### src/rtl/mux_arb_nto1.sv
// N-to-1 arbitrated data mux with a one-deep registered output stage.
// Channel selection is fixed-priority or round-robin, chosen per cycle by mode_i.
module mux_arb_nto1 #(
  parameter int size     = 32,
  parameter int channels = 4,
  parameter int sel_w    = 2
) (
  input  logic                     clk_i,
  input  logic                     rst_i,
  input  logic                     mode_i,
  input  logic [channels-1:0]      valid_i,
  input  logic [channels*size-1:0] data_i,
  output logic [channels-1:0]      ready_o,
  output logic [size-1:0]          data_o,
  output logic                     valid_o,
  output logic [sel_w-1:0]         grant_o,
  input  logic                     ready_i
);

  localparam logic [sel_w-1:0] LastIdx = sel_w'(channels - 1);
  localparam logic [sel_w-1:0] OneIdx  = sel_w'(1);

  logic [sel_w-1:0] ptr_q, ptr_d;
  logic [sel_w-1:0] grant_q, grant_d;
  logic [size-1:0]  data_q, data_d;
  logic             valid_q, valid_d;

  logic             load_s;
  logic [sel_w-1:0] start_s;
  logic             win_found_s;
  logic [sel_w-1:0] win_idx_s;
  logic [size-1:0]  win_data_s;
  logic             hit_s;

  assign load_s = ~valid_q | ready_i;

  // Arbitration: scan indices >= start first, then wrap to the low indices.
  always_comb begin
    start_s     = mode_i ? ptr_q : '0;
    win_found_s = 1'b0;
    win_idx_s   = '0;
    hit_s       = 1'b0;
    for (int k = 0; k < channels; k++) begin
      hit_s       = ~win_found_s & valid_i[k] & (sel_w'(k) >= start_s);
      win_idx_s   = hit_s ? sel_w'(k) : win_idx_s;
      win_found_s = win_found_s | hit_s;
    end
    for (int k = 0; k < channels; k++) begin
      hit_s       = ~win_found_s & valid_i[k];
      win_idx_s   = hit_s ? sel_w'(k) : win_idx_s;
      win_found_s = win_found_s | hit_s;
    end
  end

  // Winner's data word and the per-channel accept strobes.
  always_comb begin
    win_data_s = '0;
    ready_o    = '0;
    for (int k = 0; k < channels; k++) begin
      win_data_s = (sel_w'(k) == win_idx_s) ? data_i[k*size +: size] : win_data_s;
      ready_o[k] = load_s & win_found_s & ~rst_i & (sel_w'(k) == win_idx_s);
    end
  end

  // Next-state for the output stage and round-robin pointer.
  always_comb begin
    ptr_d   = ptr_q;
    grant_d = grant_q;
    data_d  = data_q;
    valid_d = valid_q;
    if (load_s) begin
      if (win_found_s) begin
        data_d  = win_data_s;
        grant_d = win_idx_s;
        valid_d = 1'b1;
        if (mode_i) begin
          ptr_d = (win_idx_s == LastIdx) ? '0 : win_idx_s + OneIdx;
        end else begin
          ptr_d = ptr_q;
        end
      end else begin
        valid_d = 1'b0;
      end
    end else begin
      valid_d = valid_q;
    end
  end

  // State registers with synchronous reset.
  always_ff @(posedge clk_i) begin
    if (rst_i) begin
      ptr_q   <= '0;
      grant_q <= '0;
      data_q  <= '0;
      valid_q <= 1'b0;
    end else begin
      ptr_q   <= ptr_d;
      grant_q <= grant_d;
      data_q  <= data_d;
      valid_q <= valid_d;
    end
  end

  assign data_o  = data_q;
  assign valid_o = valid_q;
  assign grant_o = grant_q;

endmodule

### config.mk
export PLATFORM = sky130hd
export DESIGN_NAME = mux_arb_nto1
export DESIGN_NICKNAME = d
export VERILOG_FILES = /design/src/rtl/mux_arb_nto1.sv
export SDC_FILE = /design/constraint.sdc
export NUM_CORES = 1
export LEC_CHECK = 0
export ABC_AREA = 1
export BUFFER_PORTS_ARGS = -buffer_cell sky130_fd_sc_hd__buf_2
export CORE_MARGIN = 8
export CORE_UTILIZATION = 47
export DETAILED_ROUTE_END_ITERATION = 8
export GPL_TIMING_DRIVEN = 0
export PLACE_DENSITY = 0.88
export SLEW_MARGIN = 20
export SYNTH_ARGS = -nofsm -noshare
export SYNTH_HDL_FRONTEND = slang
export SYNTH_SLANG_ARGS = --single-unit
### constraint.sdc
create_clock -name clk_i -period 4.2 [get_ports clk_i]
set_input_delay 0.63 -clock clk_i [delete_from_list [all_inputs] [get_ports clk_i]]
set_output_delay 0.63 -clock clk_i [all_outputs]
set_load 0.01 [all_outputs]
==> metrics.md <==
| Metric | Value |
|---|---|
| WP data required | 3570 ps |
| Wire length on met1 | just over 4 mm |
| Worst hold path endpoint | data_o[2]$_SDFFE_PP0N_ |
| Setup crit end kind | output pin |
| Clk_skew | between 4 and 5 ps |
| Share of total power in sequential cells | 0.365 |
| Area of placed instances | 0.00373 mm2 |
| Setup violations, final | 0 |
| Final cycle utilization of the critical path | 0.794 |
| Nature of the critical path startpoint | input pin |
| Chain of cells forming the critical path | buf_2 > nand3_1 > nand2_1 > nand2_2 > nor2_4 > nand3_1 > nand2_1 > ha_1 > buf_2 > clkbuf_1 > inv_1 > nor2_1 > buf_2 |
| Placement row count | 28 |
| Post-route cell area | about 0.0038 mm2 |
| Die outline area | 0.00859 mm2 |
| IR Drop Worst-Case VDD | 0.134 mV |
| Wire length of the first global-routing pass | 16.5 mm |
| R2r setup slk | between 1500 and 2000 ps |
| Most prevalent standard cell on the critical path | sky130_fd_sc_hd__buf_2 |
| GRT Overall Usage | 0.233 |
| Met3 wirelength from detailed routing | 922 um |
| Count of fill cells added during filler insertion | about 560 |
| Ant. Diodes | 0 |
| Initial antenna violation count | 0 |
| Multi-input combinational cell area | 0.00176 mm2 |
| Violation count after the first detailed-route iteration | 159 |
| Proportion of synthesized area in mux cells | 0 |
| Area Growth Syn to Fin | 38.0% |
| I/O Buffers | 174 |
| Net count after synthesis | roughly 600 |
| Buffering stage count on the worst path with inverters included | 5 |
| Cell family contributing the most delay on the critical path | buffers and inverters |
| Maximum number of pins on one net before global-route repair | 11 |
| Post-Synth Adder-Cell Area | 0.0181 |
| Switching power share of the total | 0.367 |
| Mean cell area of the mapped netlist | ~6.0 um2 |
| Netlist area before placement | 0.00276 mm2 |
| Y dimension of the die | 92.7 um |
| Cell internal power dissipation | 0.728 mW |
| Synthesized instance count | 462 |
| Share of layout cells above drive strength 1 | 0.370 |
| Comb power frac | 0.417 |
| TritonCTS clock tree | yes |
| Worst slew pin tran | 605 ps |
| Highest-count cells in the layout ignoring fill and taps | sky130_fd_sc_hd__buf_2, sky130_fd_sc_hd__nand2_1, sky130_fd_sc_hd__nor2_1 |
| Crit Reg-Reg Startpoint | ptr_q[0]$_SDFFE_PP0P_ |
| Number of gates resized after cts | 0 |
| Net switching power | between 0.4 and 0.5 mW |
| End of the worst register-to-register path | data_o[22]$_SDFFE_PP0N_ |
| Maximum cell stage delay along the critical path | 430 ps |
| Share of synthesized area occupied by flip-flops and latches | 0.268 |
| Root cell of the clock tree | sky130_fd_sc_hd__clkbuf_8 |
| Std-Cell Core Area | 0.00582 mm2 |
| CTS sink cnt | 37 |
| Post-synthesis simple-gate area fraction | 0.472 |
| Initial standard-cell utilization of the core | 0.475 |
| Type of the tightest min-delay check | flip-flop to flip-flop |
| Relative contribution of the clock network to total power | 0.218 |
| Met2 routed WL | approximately 5.3 mm |
| Post-cts hold buffer count | 0 |
| Yosys warning total | 0 |
| Drt via density | 5.10 |
| Number of nets in the layout | 783 |
| Width of the die | about 93 um |
| I/O pin cnt | 175 |
| Flip-flop and latch count after synthesis | 37 |
| Max transition margin | 0.597 |
| Top layer in use | met4 |
| Worst Hold Depth | 2 |
| Number of different library cells in the post-synthesis netlist | 22 |
| Number of buffers inserted during clock tree synthesis | 5 |
| Slowest stage cell, crit path | sky130_fd_sc_hd__clkbuf_1 |
| RSZ-0062 raised after global routing | no |
| Worst-skew pair later-pin latency | 290 ps |
| Total vias in the final route | roughly 3700 |
| Leading cell type in the layout, fill and taps excluded | sky130_fd_sc_hd__buf_2 |
| Final global-route overflow total | 0 |
| Worst Path Arrival | between 2000 and 3000 ps |
| Global placement routability congestion | between 0.8 and 0.9 |
| H-tree depth | 2 |
| Synthesized-area fraction occupied by xor and xnor cells | 0 |
| Shortest period the worst path allows | 3330 ps |
| Max Slew Vio Count | 0 |
| DRC Markers | 0 |
| Post-detailed-route wirelength per cell | 14.6 um |
| FF/Latch Area | between 700 and 800 um2 |
| Min-Delay Startpoint | data_o[2]$_SDFFE_PP0N_ |
| Number of search-and-repair iterations in the first detailed-routing pass | 5 |
| # Max-Cap Violations | 0 |
| Largest family of logic cells by synthesized area | simple AND/OR/NAND/NOR gates |
| Clock transition at path regs | 70 ps |
| Post-detailed-placement half-perimeter wirelength | 8.31 mm |
| Status | finished clean |
| Leakage power | 2.18 nW |
| R2R depth | 16 |
| Peak fanout along the critical path | 10 |
| Routed Antenna Nets | 0 |
| Final hold viol count | 0 |
| Largest buffer count on any clock path | 2 |
| Total detailed-routing wirelength | between 10 and 15 mm |
| Via count of the first global-routing pass | around 3600 |
| Critical path class | input pin to output pin |
| Final setup TNS | 0 ps |
| Number of setup buffers added after CTS | 0 |
| Total power per unit cell area | 302 mW/mm2 |
| Maximum frequency from static timing analysis | 0.300 GHz |
| Compound-cell area share of the yosys netlist | 0.147 |
## cell usage after synthesis
| library cell | n | area share |
|---|---|---|
| sky130_fd_sc_hd__nand2_2 | 3 | 0.0068 |
| sky130_fd_sc_hd__a21oi_1 | 32 | 0.058 |
| sky130_fd_sc_hd__nand3_4 | 1 | 0.0063 |
| sky130_fd_sc_hd__nand3_2 | 1 | 0.0036 |
| sky130_fd_sc_hd__ha_1 | 4 | 0.018 |
| sky130_fd_sc_hd__inv_1 | 19 | 0.026 |
| sky130_fd_sc_hd__nor2_1 | 111 | 0.15 |
| sky130_fd_sc_hd__buf_6 | 5 | 0.020 |
| sky130_fd_sc_hd__buf_4 | 1 | 0.0027 |
| sky130_fd_sc_hd__inv_4 | 1 | 0.0023 |
| sky130_fd_sc_hd__nor2_4 | 1 | 0.0041 |
| sky130_fd_sc_hd__nand3_1 | 37 | 0.067 |
| sky130_fd_sc_hd__clkbuf_1 | 10 | 0.014 |
| sky130_fd_sc_hd__dfxtp_1 | 37 | 0.27 |
| sky130_fd_sc_hd__a22oi_1 | 32 | 0.087 |
| sky130_fd_sc_hd__buf_1 | 5 | 0.0068 |
| sky130_fd_sc_hd__buf_2 | 13 | 0.024 |
| sky130_fd_sc_hd__nor2_2 | 31 | 0.070 |
| sky130_fd_sc_hd__o21ai_0 | 1 | 0.0018 |
| sky130_fd_sc_hd__nand2_4 | 1 | 0.0041 |
| sky130_fd_sc_hd__nand2_1 | 115 | 0.16 |
| sky130_fd_sc_hd__nand3b_1 | 1 | 0.0027 |
## area by class of cell
class	instances	area share
inverter	20	0.0203
timing repair buffer	174	0.228
buffer	34	0.0486
tap	75	0.0246
multi-input combinational	371	0.461
sequential	37	0.194
clock buffer	7	0.0226
## per-layer routing
metal  global-route usage  up-vias
li1                     -     1837
met1                0.268     1628
met2                0.420      178
met3               0.0413       19
met4               0.0872        0
met5                    0        -
## power groups by stage
stage | clock (mW) | combinational, mW | sequential (mW)
6_report | 0.251 | 0.479 | 0.420
5_1_grt | 0.269 | 0.537 | 0.425
4_1_cts | 0.255 | 0.478 | 0.419
3_5_place_dp | 0 | 0.476 | 0.427
3_3_place_gp | 0 | 0.463 | 0.425
2_1_floorplan | 0 | 0.280 | 0.446
## worst max-delay path by stage
stage / start / to / slack [ps] / depth (start not counted)
2_1_floorplan: mode_i / ready_o[3] / 1500 / 11
3_3_place_gp: mode_i / ready_o[3] / 980 / 13
3_5_place_dp: mode_i / ready_o[3] / 910 / 13
4_1_cts: mode_i / ready_o[3] / 900 / 13
5_1_grt: mode_i / ready_o[3] / 670 / 13
6_report: mode_i / ready_o[3] / 870 / 13
## per-stage QoR
| step | utilization | std cells | setup slack, ps | total power [mW] | hold WS [ps] |
|---|---|---|---|---|---|
| 2_1_floorplan | - | 462 | 1500 | 0.725 | 474 |
| 4_1_cts | 0.656 | 718 | 901 | 1.15 | 479 |
| 6_report | 0.656 | 718 | 865 | 1.15 | 478 |
| 5_1_grt | 0.656 | 718 | 674 | 1.23 | 507 |
| 3_5_place_dp | 0.641 | 711 | 905 | 0.902 | 456 |
| 3_3_place_gp | 0.641 | 711 | 978 | 0.888 | 450 |
## cells by family after synthesis
family / Yosys count
DFF: 37
buffers and inverters: 54
and+or+nand+nor: 302
adders and majority gates: 4
AOI/OAI and AO/OA: 65
## sequential cells by signal, indices dropped and copies added, names as in the netlist
register / cells
ptr_q: 2
valid_o: 1
grant_o: 2
data_o: 32
## worst register-to-register path, cell delays in order (launching register included)
cell,delay [ps]
sky130_fd_sc_hd__dfxtp_1,350
sky130_fd_sc_hd__nand3_1,90
sky130_fd_sc_hd__nand2_1,90
sky130_fd_sc_hd__nand2_2,80
sky130_fd_sc_hd__nor2_4,150
sky130_fd_sc_hd__nand3_1,100
sky130_fd_sc_hd__nand2_1,160
sky130_fd_sc_hd__inv_1,90
sky130_fd_sc_hd__ha_1,190
sky130_fd_sc_hd__buf_2,150
sky130_fd_sc_hd__clkbuf_1,290
sky130_fd_sc_hd__a21oi_1,230
sky130_fd_sc_hd__nand2_1,90
sky130_fd_sc_hd__a22oi_1,170
sky130_fd_sc_hd__nand3_1,110
sky130_fd_sc_hd__nand2_1,80
sky130_fd_sc_hd__nor2_1,50
No activity file was read; power rests on OpenSTA's default activity.
